<file path="src/rtl/control_sequencer.sv">
// control_sequencer: hardwired Mini SRC control unit.
// Fetches one instruction at a time (with a bounded memory-ready wait), then
// sequences register-format ALU, nop, halt and optional mul/div instructions.
// Optional feature macro: CONTROL_SEQUENCER_MULDIV_EN enables the mul/div path
// (EXEC6, lo_in/hi_in). Without it, mul/div opcodes are treated as illegal.

module control_sequencer #(
    parameter int unsigned TIMEOUT_CYCLES = 15
) (
    input  logic        clock,
    input  logic        clear,
    input  logic        start,
    input  logic [31:0] ir,
    input  logic        mem_ready,
    output logic        pc_out,
    output logic        mar_in,
    output logic        inc_pc,
    output logic        z_in,
    output logic        zlow_out,
    output logic        zhigh_out,
    output logic        pc_in,
    output logic        mem_read,
    output logic        mdr_in,
    output logic        mdr_out,
    output logic        ir_in,
    output logic        y_in,
    output logic        lo_in,
    output logic        hi_in,
    output logic        gra,
    output logic        grb,
    output logic        grc,
    output logic        r_in,
    output logic        r_out,
    output logic [4:0]  alu_op,
    output logic        running,
    output logic        illegal,
    output logic        bus_err,
    output logic [31:0] retired
);

    typedef enum logic [3:0] {
        S_IDLE,
        S_FETCH0,
        S_FETCH1,
        S_FETCH2,
        S_EXEC3,
        S_EXEC4,
        S_EXEC5,
        S_EXEC6,
        S_HALT
    } state_e;

    localparam logic [4:0] OP_ALU_MAX = 5'b01000;
    localparam logic [4:0] OP_MUL     = 5'b01111;
    localparam logic [4:0] OP_DIV     = 5'b10000;
    localparam logic [4:0] OP_NOP     = 5'b11001;
    localparam logic [4:0] OP_HALT    = 5'b11010;

    // Value of the wait counter during the last FETCH1 cycle allowed before timeout.
    localparam logic [7:0] WAIT_LAST  = 8'(TIMEOUT_CYCLES - 1);

    state_e      state_q, state_d;
    logic [7:0]  wait_q, wait_d;
    logic        illegal_q, illegal_d;
    logic        bus_err_q, bus_err_d;
    logic [31:0] retired_q, retired_d;
    logic        retire;

    logic [4:0]  opcode;
    logic        op_alu;
    logic        op_muldiv;
    logic        op_nop;
    logic        op_halt;
    logic        unused_ir_bits;

    assign opcode         = ir[31:27];
    assign unused_ir_bits = ^ir[26:0];

    assign op_alu  = (opcode <= OP_ALU_MAX);
    assign op_nop  = (opcode == OP_NOP);
    assign op_halt = (opcode == OP_HALT);
`ifdef CONTROL_SEQUENCER_MULDIV_EN
    assign op_muldiv = (opcode == OP_MUL) || (opcode == OP_DIV);
`else
    assign op_muldiv = 1'b0;
`endif

    // State register, fetch wait counter, sticky flags and retire counter.
    always_ff @(posedge clock or negedge clear) begin
        if (!clear) begin
            state_q   <= S_IDLE;
            wait_q    <= '0;
            illegal_q <= 1'b0;
            bus_err_q <= 1'b0;
            retired_q <= '0;
        end else begin
            // NOTE: non-blocking assignments so every register samples the
            // pre-edge values of the others, independent of statement order.
            state_q   <= state_d;
            wait_q    <= wait_d;
            illegal_q <= illegal_d;
            bus_err_q <= bus_err_d;
            retired_q <= retired_d;
        end
    end

    // Next-state logic: sequencing, fetch timeout, decode and retirement.
    always_comb begin
        // NOTE: every variable gets a default before the case so no path
        // leaves one unassigned, which would otherwise infer a latch.
        state_d   = state_q;
        wait_d    = wait_q;
        illegal_d = illegal_q;
        bus_err_d = bus_err_q;
        retire    = 1'b0;

        case (state_q)
            S_IDLE, S_HALT: begin
                if (start) state_d = S_FETCH0;
            end
            S_FETCH0: begin
                state_d = S_FETCH1;
                wait_d  = '0;
            end
            S_FETCH1: begin
                // Data arriving on the timeout edge still wins.
                if (mem_ready) begin
                    state_d = S_FETCH2;
                end else if (wait_q == WAIT_LAST) begin
                    bus_err_d = 1'b1;
                    state_d   = S_HALT;
                end else begin
                    wait_d = wait_q + 8'd1;
                end
            end
            S_FETCH2: begin
                state_d = S_EXEC3;
            end
            S_EXEC3: begin
                if (op_alu || op_muldiv) begin
                    state_d = S_EXEC4;
                end else if (op_nop) begin
                    retire  = 1'b1;
                    state_d = S_FETCH0;
                end else if (op_halt) begin
                    retire  = 1'b1;
                    state_d = S_HALT;
                end else begin
                    illegal_d = 1'b1;
                    state_d   = S_FETCH0;
                end
            end
            S_EXEC4: begin
                state_d = S_EXEC5;
            end
            S_EXEC5: begin
                if (op_muldiv) begin
                    state_d = S_EXEC6;
                end else begin
                    retire  = 1'b1;
                    state_d = S_FETCH0;
                end
            end
            S_EXEC6: begin
                retire  = 1'b1;
                state_d = S_FETCH0;
            end
            default: begin
                state_d = S_IDLE;
            end
        endcase
    end

    // Saturating count of completed instructions.
    always_comb begin
        retired_d = retired_q;
        if (retire && (retired_q != 32'hFFFF_FFFF)) retired_d = retired_q + 32'd1;
    end

    // Moore strobe decode of the state register.
    always_comb begin
        pc_out    = 1'b0;
        mar_in    = 1'b0;
        inc_pc    = 1'b0;
        z_in      = 1'b0;
        zlow_out  = 1'b0;
        zhigh_out = 1'b0;
        pc_in     = 1'b0;
        mem_read  = 1'b0;
        mdr_in    = 1'b0;
        mdr_out   = 1'b0;
        ir_in     = 1'b0;
        y_in      = 1'b0;
        lo_in     = 1'b0;
        hi_in     = 1'b0;
        gra       = 1'b0;
        grb       = 1'b0;
        grc       = 1'b0;
        r_in      = 1'b0;
        r_out     = 1'b0;
        alu_op    = 5'd0;

        case (state_q)
            S_FETCH0: begin
                pc_out = 1'b1;
                mar_in = 1'b1;
                inc_pc = 1'b1;
                z_in   = 1'b1;
            end
            S_FETCH1: begin
                zlow_out = 1'b1;
                mem_read = 1'b1;
                mdr_in   = 1'b1;
                // Only the first wait cycle loads PC, so it advances once.
                pc_in    = (wait_q == 8'd0);
            end
            S_FETCH2: begin
                mdr_out = 1'b1;
                ir_in   = 1'b1;
            end
            S_EXEC3: begin
                if (op_alu || op_muldiv) begin
                    grb   = 1'b1;
                    r_out = 1'b1;
                    y_in  = 1'b1;
                end
            end
            S_EXEC4: begin
                grc    = 1'b1;
                r_out  = 1'b1;
                z_in   = 1'b1;
                alu_op = opcode;
            end
            S_EXEC5: begin
                zlow_out = 1'b1;
                if (op_muldiv) begin
`ifdef CONTROL_SEQUENCER_MULDIV_EN
                    lo_in = 1'b1;
`endif
                end else begin
                    gra  = 1'b1;
                    r_in = 1'b1;
                end
            end
            S_EXEC6: begin
`ifdef CONTROL_SEQUENCER_MULDIV_EN
                zhigh_out = 1'b1;
                hi_in     = 1'b1;
`endif
            end
            default: begin
            end
        endcase
    end

    assign running = (state_q != S_IDLE) && (state_q != S_HALT);
    assign illegal = illegal_q;
    assign bus_err = bus_err_q;
    assign retired = retired_q;

endmodule
</file>
<file path="config.mk">
export PLATFORM = sky130hd
export DESIGN_NAME = control_sequencer
export DESIGN_NICKNAME = d
export VERILOG_FILES = /design/src/rtl/control_sequencer.sv
export SDC_FILE = /design/constraint.sdc
export NUM_CORES = 1
export LEC_CHECK = 0
export ABC_AREA = 1
export CAP_MARGIN = 20
export CORE_AREA = 2 2 88 90
export CTS_CLUSTER_SIZE = 25
export DETAILED_ROUTE_END_ITERATION = 6
export DIE_AREA = 0 0 90 92
export GPL_TIMING_DRIVEN = 0
export PLACE_DENSITY = 0.85
export SLEW_MARGIN = 20
export SYNTH_ARGS = -nofsm -noshare
export SYNTH_HDL_FRONTEND = slang
export SYNTH_SLANG_ARGS = --single-unit
export TNS_END_PERCENT = 1
</file>
<file path="constraint.sdc">
create_clock -name clock -period 2.7 [get_ports clock]
set_clock_uncertainty 0.15 [all_clocks]
set_input_delay 0.54 -clock clock [delete_from_list [all_inputs] [get_ports clock]]
set_output_delay 0.54 -clock clock [all_outputs]
set_load 0.01 [all_outputs]
</file>
==> impl_metrics.toml, run 1 <==
[run_status]
status = "complete, no violations"

[logic_synthesis]
synth_edf_count = 0
yosys.area_share.xor_xnor_pct = 4.70
synth-simple-area-share_pct = 43.5
synth_compound_area_share_pct = 3.36
synthTopCellsByArea = "dfrtp_1 (36%), nand2_1 (26%), nor2_1 (9.0%)"
synth.most_common_cell = "nand2_1"
synth_top_area_share_pct = 36.3
async_reset_ff_share_pct = 100
syn_inst = 494
post-synth-top-area-cell = "dfrtp_1"
synthFlopType = "dfrtp_1"
yosysSeqAreaShare_pct = 36.3
syn_area_sq_um = 3170
syn_avg_cell_area_sq_um = 6.42
yosys.cell_types.count = 25
synth_common_cells = "nand2_1 (216), nor2_1 (76), inv_1 (53), dfrtp_1 (46), nand3_1 (29)"
muxShareOfSynthArea_pct = 0
yosys.area_share.adder_pct = 1.58
ys_ff_latch = 46
synth_top_family_by_area = "simple AND/OR/NAND/NOR gates"
yosys_warnings = 0

[place]
io_buffers = 64
dp_worst_setup_slack_ns = -0.147
dpl.hpwl_um = 6280
routabilityCongestion = 0.971
placed_area_sq_um = 3960

[worst_setup_path]
critPathKind = "reg -> out"
arrival_ns = 1.92
path_cells = "nor2_1, nand3_1, inv_2, buf_4, clkdlybuf4s50_1"
crit_buf_inv = 3
crit_path_start_kind = "flop"
critPathCaptureType = "output pin"
cpMaxStageDelayCell = "clkdlybuf4s50_1"
slowest_delay_ns = 0.52
path_delay_family = "buffers and inverters"
critPathMaxFanout = 7
crit_required_ns = 2.01

[floorplan]
start_util_pct = 42.6
core-area_sq_um = 7450
die_w_um = 90
die-area_sq_um = 8280
fp.dieH_um = 92
rows = 32
io_pins = 95

[clocking]
clk_latency_ns = 0.31
ctsRootBufferMaster = "clkbuf_8"
htree_levels = 2
cts_tree = "yes"
clock_sinks = 46
path_clk_slew_ns = 0.08
clock_path_buffers = 2
cts_buffers = 5
post_cts_buffers = 0

[routing]
routed_via_density = 4.76
dr.first_iter.drc_count = 205
wl_per_cell_um = 11.9
drc_errors = 0
totalWireLength_um = 7980
vias = 3196
dr.pass1.iters = 4
ant_nets = 0

[timing]
setup_ws_ns = 0.0939
fin_crit_sh_pct = 96.5
finalSetupViolCount = 0
rsz0062_at_grt = "no"
hold_violations = 0
period_needed_ns = 2.61
slew_viol_final = 0
clock.fmax_mhz = 384

[final_layout]
design_area_sq_um = 4090
syn_to_final_growth_pct = 29.1
drive_above_1_share_pct = 7.02
diodes = 0
final_core_util_pct = 55.0
nNetsFinal = 609

[global_route]
antenna_found_initial = 0
gr-total-overflow = 0
grt_pass1_wl_um = 13500
grt_usage_pct = 19.7
grt_pass1_vias = 3168
grt_max_degree = 35

[power]
power.leakage_nw = 1.98
peakVddDrop_mv = 0.453
power_density_nw_per_um2 = 540

[job]
maxCapViolCount = 0

[worst_hold_path]
hold_path_class = "reg -> reg"
-- logic make-up (layout without fill, tap and decap cells) --
kind of cell	after synthesis	count (layout)
adders and majority gates	4	4
and+or+nand+nor	338	338
xor gates and xnor gates	17	17
DFF	46	46
buffers and inverters	68	142
AOI/OAI and AO/OA	20	20
other	1	3
-- report_power, final --
part           leakage, nW  internal [mW]  total [mW]  switching [mW]
sequential           0.630          0.757       0.830          0.0732
clock               0.0514          0.276       0.522           0.246
combinational         1.30          0.403       0.857           0.454
-- cells in the final DEF (no fill, tap or decap) --
cell             count
clkdlybuf4s50_1     56
dlymetal6s2s_1       4
buf_4               10
clkbuf_1             1
nand2_2              2
nor2_2               3
inv_1               51
nand3_1             29
xnor2_1              6
nor2_1              73
dfrtp_1             46
nand4_1              3
buf_2                1
xor2_1              11
buf_12               1
ha_1                 4
conb_1               3
o21ai_1              3
inv_6                1
clkbuf_8             5
dlygate4sd3_1        1
or2_2                2
o21bai_1             1
inv_2                2
buf_6                5
clkinvlp_4           1
o21ai_0             13
a31o_2               1
nor3_1               4
nand2_8              1
nand2_4              2
nor2_4               2
bufinv_16            1
nand2_1            216
a21oi_1              2
nand3b_1             1
dlygate4sd2_1        2
-- flip-flops by register name, summed over array words and instances, names as in the netlist --
name,flops
wait_q,8
retired,32
state_q,4
illegal,1
bus_err,1
-- worst reg2reg max path, delay by kind of cell (launching register included) --
kind | cells | cell delay (ns)
AND/OR/NAND/NOR | 7 | 1.13
adder cells (fa/ha/maj) | 1 | 0.24
flip-flops | 1 | 0.43
-- per-stage QoR --
step | TNS [ns] | total power [mW] | instances | hold slack [ns]
floorplan | 0 | 1.31 | 496 | 0.0944
global placement | -12.57 | 1.66 | 662 | 0.303
detailed placement | -0.347 | 1.70 | 663 | 0.305
CTS | 0 | 2.22 | 672 | 0.325
global route | 0 | 2.33 | 672 | 0.361
finish | 0 | 2.21 | 672 | 0.318
-- final cells by class --
type,count,area (sq um)
inverters,54,208
clock inverters,2,37.5
fillers,726,3350
well taps,102,128
plain buffers,14,124
multi-input cells,382,1700
clock buffers,6,72.6
flip-flops and latches,46,1150
repair buffers,66,671
-- per-layer routing --
metal / vias to the layer above / part of all wire (%) / track usage [%]
met5: - / 0 / 0
met4: 0 / 1.9 / 6.15
met3: 15 / 6.9 / 4.60
met2: 103 / 49 / 36.4
met1: 1441 / 43 / 22.4
li1: 1637 / - / -
-- worst paths after layout --
path                       startpoint           to  slack [ns]  cells after the start
max                        state_q[3]     mem_read        0.09                      5
min                           illegal      illegal        0.32                      1
max reg2reg                retired[0]  retired[18]        0.64                      8
min reg2reg                   illegal      illegal        0.32                      1
max in group asynchronous       clear  retired[25]        1.41                      3
min in group asynchronous       clear      bus_err        0.51                      2
-- what timing repair did --
item | CTS | global route
endpoints found under the setup margin | 3 | 9
hold buffers | 1 | 0
endpoints found under the hold margin | 12 | 0
gates resized for setup | 6 | 6
Note: power is estimated with default switching activity, not from simulation.
==> run 2, diff against run 1 <==
Settings changed: CORE_AREA 2 2 88 90 to 2 2 73 109, DIE_AREA 0 0 90 92 to 0 0 75 111, PLACE_DENSITY 0.85 to 0.84.
==> run 2 against run 1 <==
Effect of this change: non-clock buffer count fell by 1; clock power rose by 33%; setup slack improved by 0.0097 ns; sequential power barely moved; sequential cell count did not move; sequential share of layout area fell by 0.29 points; first-iteration DRC count rose by 1.5%; clock-buffer cell count fell by 1; fmax rose by 0.37%; critical path type unchanged; register-to-register slack barely moved; critical path depth did not move.
==> impl_metrics.toml, run 2 (synthesized netlist as in run 1, its figures left out) <==
[global_route]
grt_usage_pct = 21.9
grt_pass1_wl_um = 14100
grt_max_degree = 26
grt_pass1_vias = 3086
antenna_found_initial = 0
gr-total-overflow = 0

[worst_setup_path]
endpoint = "mem_read"
critPathMaxFanout = 7
worst-r2r-cell-count = 11
crit_required_ns = 2.01
critPathLaunch = "state_q[3]"
r2r_start = "retired[1]"
slowest_delay_ns = 0.52
path_delay_family = "buffers and inverters"
path_cells = "nor2_1, nand3_1, inv_2, buf_4, clkdlybuf4s50_1"
regToRegEndpoint = "retired[27]"
crit_buf_inv = 3
arrival_ns = 1.91
r2r_slack_ns = 0.65
crit_path_start_kind = "flop"
critPathKind = "reg -> out"
critPathCaptureType = "output pin"
cp.depth = 5
cpMaxStageDelayCell = "clkdlybuf4s50_1"

[power]
power.leakage_nw = 1.96
p_total_mw = 2.39
power_density_nw_per_um2 = 578
peakVddDrop_mv = 0.630

[routing]
routed_via_density = 4.79
wl_per_cell_um = 12.7
ant_nets = 0
dr.pass1.iters = 5
totalWireLength_um = 8550
vias = 3217
dr.first_iter.drc_count = 208
drc_errors = 0

[final_layout]
multi_input_area_sq_um = 1700
final_core_util_pct = 55.4
layout_commonest_cell = "nand2_1"
mostFrequentLayoutCells = "nand2_1 (216), nor2_1 (74), clkdlybuf4s50_1 (59)"
stdcell_count = 671
seqCellArea_sq_um = 1150
design_area_sq_um = 4140
nFillCells = 694
drive_above_1_share_pct = 7.03
syn_to_final_growth_pct = 30.5
largest_register_ffs = 32
diodes = 0
nNetsFinal = 608

[floorplan]
die_w_um = 75
die-area_sq_um = 8330
io_pins = 95
start_util_pct = 42.5
rows = 39
core-area_sq_um = 7470
fp.dieH_um = 111

[clocking]
path_clk_slew_ns = 0.06
cts_tree = "yes"
clk_latency_ns = 0.29
htree_levels = 2
post_cts_buffers = 0
clock_path_buffers = 2
cts_buffers = 5
hold_buffers = 0
ctsRootBufferMaster = "clkbuf_16"
clock_sinks = 46

[timing]
period_needed_ns = 2.60
slew_viol_final = 0
max_slew.worst_pin.slew_ns = 0.602
finalSetupViolCount = 0
setup_ws_ns = 0.104
rsz0062_at_grt = "no"
max_slew_margin_pct = 59.9
hold_violations = 0
fin_crit_sh_pct = 96.2
clock.fmax_mhz = 385

[place]
dpl.hpwl_um = 6700
placed_area_sq_um = 3970
routabilityCongestion = 0.922
io_buffers = 64
place_inst = 663
dp_worst_setup_slack_ns = -0.184

[worst_hold_path]
hold_path_class = "in -> async"

[job]
maxCapViolCount = 0

[run_status]
status = "complete, no violations"
## run 2: layer usage
layer	GRT usage, %	up-vias	share of wire (%)
met5	0	-	0
met4	11.0	0	3.5
met3	4.18	20	5.6
met2	38.4	112	53
met1	24.0	1447	38
li1	-	1638	-
## run 2: layout make-up
cell class	count	area share, %
Timing Repair Buffer	65	16.0
Tap cell	102	3.09
Buffer	14	3.00
Inverter	54	5.02
Multi-Input combinational cell	382	41.1
Clock inverter	3	0.968
Sequential cell	46	27.8
Clock buffer	5	3.03
## run 2: power breakdown
part | internal [mW] | switching, mW | total (mW)
Sequential | 0.758 | 0.0734 | 0.831
Clock | 0.433 | 0.261 | 0.694
Combinational | 0.405 | 0.459 | 0.864
## run 2: worst register-to-register path, delay by kind of cell (launching register included)
| family | cells | cell delay (ns) |
|---|---|---|
| and+or+nand+nor | 8 | 0.93 |
| DFF | 1 | 0.42 |
| adders and majority gates | 1 | 0.24 |
| buffers and inverters | 2 | 0.20 |
## run 2: worst min path at each step
| stage | slack [ns] | endpoint | cells after the start | start |
|---|---|---|---|---|
| after floorplan | 0.09 | bus_err | 0 | clear |
| after global routing | 0.16 | illegal | 1 | clear |
| after global placement | 0.30 | illegal | 1 | illegal |
| after CTS | 0.13 | illegal | 1 | clear |
| after detailed placement | 0.31 | illegal | 1 | illegal |
| final | 0.10 | illegal | 1 | clear |
## run 2: repair_timing
action | 4_1_cts | 5_1_grt
gates cloned | 0 | 0
hold endpoints to repair | 0 | 0
resized for setup | 5 | 3
setup endpoints to repair | 3 | 4
## run 2: metrics by stage
step | hold slack, ns | TNS, ns
2_1_floorplan | 0.0944 | 0
3_3_place_gp | 0.305 | -16.35
3_5_place_dp | 0.309 | -0.439
4_1_cts | 0.130 | 0
5_1_grt | 0.157 | 0
6_report | 0.105 | 0
==> run 3, diff against run 2 <==
Settings changed: CORE_AREA 2 2 73 109 to 2 2 88 90, DIE_AREA 0 0 75 111 to 0 0 90 92, PLACE_DENSITY 0.84 to 0.85.
==> results of run 3 <==
Final layout, timing and power as in run 1 (identical DEF).
